==> src/rtl/apb_rr_master_if.sv <==
// Requester handshake and APB bus bundle for the round-robin APB master.
interface apb_rr_master_if #(
    parameter int unsigned NUM_REQ = 2
);
    logic [NUM_REQ-1:0]    req_valid;
    logic [NUM_REQ-1:0]    req_write;
    logic [NUM_REQ*32-1:0] req_addr;
    logic [NUM_REQ*32-1:0] req_wdata;
    logic [NUM_REQ-1:0]    req_ready;
    logic [NUM_REQ-1:0]    rsp_valid;
    logic [31:0]           rsp_rdata;
    logic                  rsp_err;
    logic [31:0]           paddr;
    logic [31:0]           pwdata;
    logic                  psel;
    logic                  penable;
    logic                  pwrite;
    logic [31:0]           prdata;

    modport master (
        input  req_valid, req_write, req_addr, req_wdata, prdata,
        output req_ready, rsp_valid, rsp_rdata, rsp_err,
        output paddr, pwdata, psel, penable, pwrite
    );

    modport slave (
        output req_valid, req_write, req_addr, req_wdata, prdata,
        input  req_ready, rsp_valid, rsp_rdata, rsp_err,
        input  paddr, pwdata, psel, penable, pwrite
    );
endinterface

==> src/rtl/apb_rr_master.sv <==
// Round-robin APB master: arbitrates NUM_REQ requesters onto one APB
// register-file slave, rejecting illegal accesses without a bus cycle.
module apb_rr_master #(
    parameter int unsigned NUM_REQ  = 2,
    parameter logic [31:0] ADDR_MAX = 32'h10,
    parameter logic [31:0] RO_ADDR  = 32'h4
) (
    input  logic             pclk,
    input  logic             presetn,
    apb_rr_master_if.master  bus
);
    localparam int unsigned IDX_W = (NUM_REQ > 1) ? $clog2(NUM_REQ) : 1;

    typedef enum logic [2:0] {IDLE, SETUP, ACCESS, RESP, ERR} state_t;

    state_t             state;
    state_t             state_next;
    logic [IDX_W-1:0]   last_grant;
    logic [IDX_W-1:0]   grant;
    logic [IDX_W-1:0]   cand;
    logic [IDX_W-1:0]   pick;
    logic               pick_valid;
    logic [31:0]        pick_addr;
    logic [31:0]        pick_wdata;
    logic               pick_write;
    logic               pick_err;
    logic               psel_d;
    logic               penable_d;
    logic [NUM_REQ-1:0] rsp_valid_d;
    logic [31:0]        rsp_rdata_d;
    logic               rsp_err_d;

    // Round-robin search starting one past the last grant
    always_comb begin
        pick       = last_grant;
        pick_valid = 1'b0;
        cand       = last_grant;
        for (int unsigned k = 1; k <= NUM_REQ; k++) begin
            cand = IDX_W'((32'(last_grant) + k) % NUM_REQ);
            if (!pick_valid && bus.req_valid[cand]) begin
                pick       = cand;
                pick_valid = 1'b1;
            end
        end
    end

    // Select the picked requester's payload and classify it
    always_comb begin
        pick_addr  = '0;
        pick_wdata = '0;
        pick_write = 1'b0;
        for (int unsigned i = 0; i < NUM_REQ; i++) begin
            if (pick == IDX_W'(i)) begin
                pick_addr  = bus.req_addr[32*i +: 32];
                pick_wdata = bus.req_wdata[32*i +: 32];
                pick_write = bus.req_write[i];
            end
        end
        pick_err = (pick_addr[1:0] != 2'b00) || (pick_addr > ADDR_MAX) ||
                   (pick_write && (pick_addr == RO_ADDR));
    end

    // State register; APB strobes flop alongside so reset clears them at once
    always_ff @(posedge pclk or negedge presetn) begin
        if (!presetn) begin
            state       <= IDLE;
            bus.psel    <= 1'b0;
            bus.penable <= 1'b0;
        end else begin
            state       <= state_next;
            bus.psel    <= psel_d;
            bus.penable <= penable_d;
        end
    end

    // Next-state logic
    always_comb begin
        state_next = state;
        case (state)
            IDLE:    if (pick_valid) state_next = pick_err ? ERR : SETUP;
            SETUP:   state_next = ACCESS;
            ACCESS:  state_next = RESP;
            RESP:    state_next = IDLE;
            ERR:     state_next = IDLE;
            default: state_next = IDLE;
        endcase
    end

    // Output logic: accept pulse plus next values of registered outputs
    always_comb begin
        bus.req_ready = '0;
        rsp_valid_d   = '0;
        rsp_rdata_d   = bus.rsp_rdata;
        rsp_err_d     = bus.rsp_err;
        psel_d        = (state_next == SETUP) || (state_next == ACCESS);
        penable_d     = (state_next == ACCESS);
        for (int unsigned i = 0; i < NUM_REQ; i++) begin
            bus.req_ready[i] = (state == IDLE) && pick_valid && (pick == IDX_W'(i));
            rsp_valid_d[i]   = ((state == RESP) || (state == ERR)) && (grant == IDX_W'(i));
        end
        if (state == RESP) begin
            rsp_rdata_d = bus.pwrite ? 32'h0 : bus.prdata;
            rsp_err_d   = 1'b0;
        end else if (state == ERR) begin
            rsp_rdata_d = 32'h0;
            rsp_err_d   = 1'b1;
        end
    end

    // Grant history, APB address/data latch and response registers
    always_ff @(posedge pclk or negedge presetn) begin
        if (!presetn) begin
            last_grant    <= IDX_W'(NUM_REQ - 1);
            grant         <= '0;
            bus.paddr     <= '0;
            bus.pwdata    <= '0;
            bus.pwrite    <= 1'b0;
            bus.rsp_valid <= '0;
            bus.rsp_rdata <= '0;
            bus.rsp_err   <= 1'b0;
        end else begin
            if ((state == IDLE) && pick_valid) begin
                grant      <= pick;
                last_grant <= pick;
                if (!pick_err) begin
                    bus.paddr  <= pick_addr;
                    bus.pwdata <= pick_wdata;
                    bus.pwrite <= pick_write;
                end
            end
            bus.rsp_valid <= rsp_valid_d;
            bus.rsp_rdata <= rsp_rdata_d;
            bus.rsp_err   <= rsp_err_d;
        end
    end
endmodule

==> src/flat_wrapper.sv <==
// flat-port wrapper written by rule: the top's interface ports become plain ports
module apb_rr_master_flat 
#(
    parameter int unsigned NUM_REQ  = 2,
    parameter logic [31:0] ADDR_MAX = 32'h10,
    parameter logic [31:0] RO_ADDR  = 32'h4
)
  (pclk, presetn, bus_req_valid, bus_req_write, bus_req_addr, bus_req_wdata, bus_prdata, bus_req_ready, bus_rsp_valid, bus_rsp_rdata, bus_rsp_err, bus_paddr, bus_pwdata, bus_psel, bus_penable, bus_pwrite);
  apb_rr_master_if #(.NUM_REQ(NUM_REQ)) bus_i ();
  input  logic pclk;
  input  logic presetn;
  input wire logic [$bits(bus_i.req_valid)-1:0] bus_req_valid;
  input wire logic [$bits(bus_i.req_write)-1:0] bus_req_write;
  input wire logic [$bits(bus_i.req_addr)-1:0] bus_req_addr;
  input wire logic [$bits(bus_i.req_wdata)-1:0] bus_req_wdata;
  input wire logic [$bits(bus_i.prdata)-1:0] bus_prdata;
  output wire logic [$bits(bus_i.req_ready)-1:0] bus_req_ready;
  output wire logic [$bits(bus_i.rsp_valid)-1:0] bus_rsp_valid;
  output wire logic [$bits(bus_i.rsp_rdata)-1:0] bus_rsp_rdata;
  output wire logic [$bits(bus_i.rsp_err)-1:0] bus_rsp_err;
  output wire logic [$bits(bus_i.paddr)-1:0] bus_paddr;
  output wire logic [$bits(bus_i.pwdata)-1:0] bus_pwdata;
  output wire logic [$bits(bus_i.psel)-1:0] bus_psel;
  output wire logic [$bits(bus_i.penable)-1:0] bus_penable;
  output wire logic [$bits(bus_i.pwrite)-1:0] bus_pwrite;
  assign bus_i.req_valid = bus_req_valid;
  assign bus_i.req_write = bus_req_write;
  assign bus_i.req_addr = bus_req_addr;
  assign bus_i.req_wdata = bus_req_wdata;
  assign bus_i.prdata = bus_prdata;
  assign bus_req_ready = bus_i.req_ready;
  assign bus_rsp_valid = bus_i.rsp_valid;
  assign bus_rsp_rdata = bus_i.rsp_rdata;
  assign bus_rsp_err = bus_i.rsp_err;
  assign bus_paddr = bus_i.paddr;
  assign bus_pwdata = bus_i.pwdata;
  assign bus_psel = bus_i.psel;
  assign bus_penable = bus_i.penable;
  assign bus_pwrite = bus_i.pwrite;
  apb_rr_master #(.NUM_REQ(NUM_REQ), .ADDR_MAX(ADDR_MAX), .RO_ADDR(RO_ADDR)) u_core (.pclk(pclk), .presetn(presetn), .bus(bus_i));
endmodule
==> config.mk <==
export PLATFORM = sky130hd
export DESIGN_NAME = apb_rr_master_flat
export DESIGN_NICKNAME = d
export VERILOG_FILES = /design/src/rtl/apb_rr_master_if.sv /design/src/rtl/apb_rr_master.sv /design/src/flat_wrapper.sv
export SDC_FILE = /design/constraint.sdc
export NUM_CORES = 1
export LEC_CHECK = 0
export CAP_MARGIN = 20
export CORE_ASPECT_RATIO = 1.1
export CORE_MARGIN = 2
export CORE_UTILIZATION = 41
export DETAILED_ROUTE_END_ITERATION = 8
export PLACE_DENSITY = 0.89
export SLEW_MARGIN = 40
export SYNTH_ARGS = -nofsm -noshare
export SYNTH_HDL_FRONTEND = slang
export SYNTH_SLANG_ARGS = --single-unit
==> constraint.sdc <==
create_clock -name pclk -period 3.6 [get_ports pclk]
set_input_delay 0.54 -clock pclk [delete_from_list [all_inputs] [get_ports pclk]]
set_output_delay 0.54 -clock pclk [all_outputs]
set_load 0.01 [all_outputs]
==> insert_results.sql <==
INSERT INTO impl_metrics (metric_group, metric, value, unit) VALUES
('cts', 'clk_pin_slew_worst_paths', '0.07', 'ns'),
('hold_path', 'hold_class', 'in2async', ''),
('cts', 'hold_buffers', '0', ''),
('logic_synthesis', 'syn_inst', '391', ''),
('logic_synthesis', 'synth_largest_type_area_fraction', '58.7', '%'),
('timing', 'setup-tns-final', '0', 'ns'),
('routing', 'drt_drc_violations_left', '0', ''),
('cts', 'postCtsResizedCells', '0', ''),
('setup_path', 'endpoint_kind', 'output port', ''),
('power', 'power_leakage', '3.57', 'nW'),
('timing', 'final.min_clock_period', '3.00', 'ns'),
('timing', 'setup_viol_count_final', '0', ''),
('setup_path', 'cp-start-kind', 'input pin', ''),
('placement', 'post-dp-hpwl', '11000', 'um'),
('power', 'ir_drop', '0.219', 'mV'),
('logic_synthesis', 'ys_types', '35', ''),
('routing', 'wl', '14000', 'um'),
('global_route', 'gr-usage-all-layers', '23.4', '%'),
('timing', 'finalCritPeriodShare', '83.4', '%'),
('setup_path', 'crit-reg2reg-capture', 'u_core.bus.pwdata[16]', ''),
('cts', 'clock_tree_buf_depth', '2', ''),
('finish', 'layout_net_count', '822', ''),
('timing', 'fin_worst_hold_slack', '0.0864', 'ns'),
('setup_path', 'ff2ff_path_depth', '7', ''),
('cts', 'tritoncts', 'done', ''),
('logic_synthesis', 'synth-seq-area-share', '59.2', '%'),
('logic_synthesis', 'mappedNetlistNets', '557', ''),
('global_route', 'gr-total-overflow', '0', ''),
('routing', 'drtIter0Drc', '220', ''),
('setup_path', 'crit_path_cells', 'clkdlybuf4s50_1 -> and2_1 -> nor2_4 -> nor2_1 -> clkdlybuf4s50_1', ''),
('logic_synthesis', 'synth-edff-count', '0', ''),
('setup_path', 'worst_path_dominant_cell_family', 'buffers and inverters', ''),
('logic_synthesis', 'syn_area', '4520', 'sq um'),
('cts', 'postCtsSetupBuffers', '0', ''),
('logic_synthesis', 'synth.cells.most_frequent', 'dfrtp_1, nand2_1, a22o_1, and2_1, mux2_4', ''),
('routing', 'mean_routed_wirelength_per_cell', '17.4', 'um'),
('cts', 'numClockSinks', '107', ''),
('timing', 'rsz0062_at_grt', 'no', ''),
('logic_synthesis', 'synth-main-ff-cell', 'dfrtp_1', ''),
('logic_synthesis', 'synth.most_common_cell', 'dfrtp_1', ''),
('logic_synthesis', 'synthesis.area_per_instance', '11.6', 'sq um'),
('routing', 'drt-pass1-iter-count', '5', ''),
('floorplanning', 'initial_core_util', '41.6', '%'),
('timing', 'tightestPinTransition', '0.786', 'ns'),
('cts', 'clk-insertion-delay-late', '0.33', 'ns'),
('timing', 'slew_violations', '0', ''),
('floorplanning', 'boundaryPins', '270', ''),
('setup_path', 'worst-r2r-setup-slack', '0.80', 'ns'),
('cts', 'cts_htree_levels', '3', ''),
('logic_synthesis', 'asyncSetResetFlopFracSynth', '100', '%'),
('timing', 'skew', '0.00469', 'ns'),
('finish', 'drive_gt1_share', '10.2', '%'),
('floorplanning', 'floorplan.die_area', '11900', 'sq um'),
('logic_synthesis', 'synth.top_cells.by_area', 'dfrtp_1, nand2_1, mux2_4', ''),
('placement', 'gpl.final_weighted_congestion', '0.883', ''),
('setup_path', 'critPathArrivalTime', '2.46', 'ns'),
('placement', 'port-buffer-count', '269', ''),
('timing', 'slew_headroom', '47.5', '%'),
('global_route', 'vias_in_the_first_global_route', '4241', ''),
('setup_path', 'crit_path_max_fanout', '35', ''),
('setup_path', 'slowest_stage_delay_cp', '0.61', 'ns'),
('timing', 'final-hold-violation-count', '0', ''),
('timing', 'max_clock_freq', '0.333', 'GHz'),
('finish', 'syn_to_final_growth', '69.3', '%'),
('logic_synthesis', 'yosys_warnings', '0', ''),
('run_status', 'outcome', 'finished, final reports clean', ''),
('setup_path', 'critPathMostFrequentCell', 'clkdlybuf4s50_1', ''),
('logic_synthesis', 'ys_ff_latch', '107', ''),
('floorplanning', 'floorplan.core_area', '10900', 'sq um'),
('floorplanning', 'rows', '40', ''),
('floorplanning', 'die_w', '104', 'um');
metrics by stage:
stage          total power, mW  utilization (%)  std cells  setup WS, ns  instance area [sq um]
3_3_place_gp              1.72             67.6        791         0.365                   7340
4_1_cts                   2.66             70.2        806         0.592                   7630
3_5_place_dp              1.74             67.7        791         0.252                   7350
6_report                  2.64             70.5        807         0.599                   7660
2_1_floorplan             1.45                -        391          1.49                   4520
5_1_grt                   2.76             70.5        807         0.428                   7660
layer usage:
layer  track usage (%)  up-vias  routed length, um
li1                  -     1860                  -
met1              25.0     1885               5270
met2              42.5      196               7220
met3              7.97       32               1120
met4              9.46        0                433
met5                 0        -                  0
cells in the final DEF (no fill, tap or decap), types with 2 or more instances in the layout:
| cell type | instances |
|---|---|
| clkdlybuf4s50_1 | 268 |
| clkbuf_8 | 3 |
| and2_1 | 30 |
| nand3_1 | 3 |
| mux2_2 | 15 |
| a21o_1 | 2 |
| nand4_1 | 5 |
| nor4_1 | 12 |
| buf_4 | 4 |
| mux2_4 | 20 |
| clkbuf_16 | 9 |
| nand2b_1 | 3 |
| clkinv_2 | 2 |
| nor3_1 | 2 |
| o21ai_0 | 3 |
| nand2_1 | 101 |
| a21oi_1 | 2 |
| a22o_1 | 33 |
| nor2_1 | 14 |
| dfrtp_1 | 106 |
| nor3_2 | 2 |
worst max path at each step:
stage	startpoint	end	slack (ns)	cells past startpoint
2_1_floorplan	bus_req_addr[44]	u_core.bus.pwdata[11]	1.49	8
3_3_place_gp	bus_req_valid[0]	u_core.bus.pwdata[30]	0.37	8
3_5_place_dp	bus_req_valid[0]	u_core.bus.pwdata[14]	0.25	8
4_1_cts	bus_req_valid[0]	bus_req_ready[0]	0.59	5
5_1_grt	bus_req_valid[0]	u_core.bus.pwdata[30]	0.43	8
6_report	bus_req_valid[0]	bus_req_ready[0]	0.60	5
layout make-up:
type / count / area (sq um)
inverter: 1 / 3.75
fill: 810 / 3200
sequential: 107 / 2680
multi-input combinational: 262 / 1740
tap: 147 / 184
clock buffer: 11 / 253
clock inverter: 4 / 26.3
timing repair buffer: 275 / 2770
logic make-up after synthesis:
kind of cell / Yosys count / synth area share (%)
AND/OR/NAND/NOR: 179 / 18.7
flip-flops: 107 / 59.2
AO/OA/AOI/OAI: 46 / 8.72
multiplexers: 36 / 10.6
buffers and inverters: 22 / 2.52
XOR/XNOR: 1 / 0.194
power breakdown:
group          internal, mW  switching [mW]  leakage [nW]  total [mW]
clock                 0.502           0.416         0.137       0.919
sequential             1.22          0.0104          1.48        1.23
combinational         0.249           0.244          1.95       0.493
total                  1.97           0.671          3.57        2.64
registers in the layout (all words and copies together), names as in the netlist, 2 cells and up:
| register | count |
|---|---|
| u_core.bus.pwdata | 32 |
| u_core.bus.paddr | 32 |
| u_core.bus.rsp_rdata | 32 |
| u_core.bus.rsp_valid | 2 |
| u_core.state | 3 |
worst register-to-register path: stages, from the launching register on:
cell       delay (ns)
dfstp_2          0.56
nor2_1           0.10
nor2_4           0.64
o2111ai_2        0.24
a2bb2oi_4        0.24
nand2_2          0.28
buf_12           0.30
mux2_4           0.33
No activity file was read; power rests on OpenSTA's default activity.
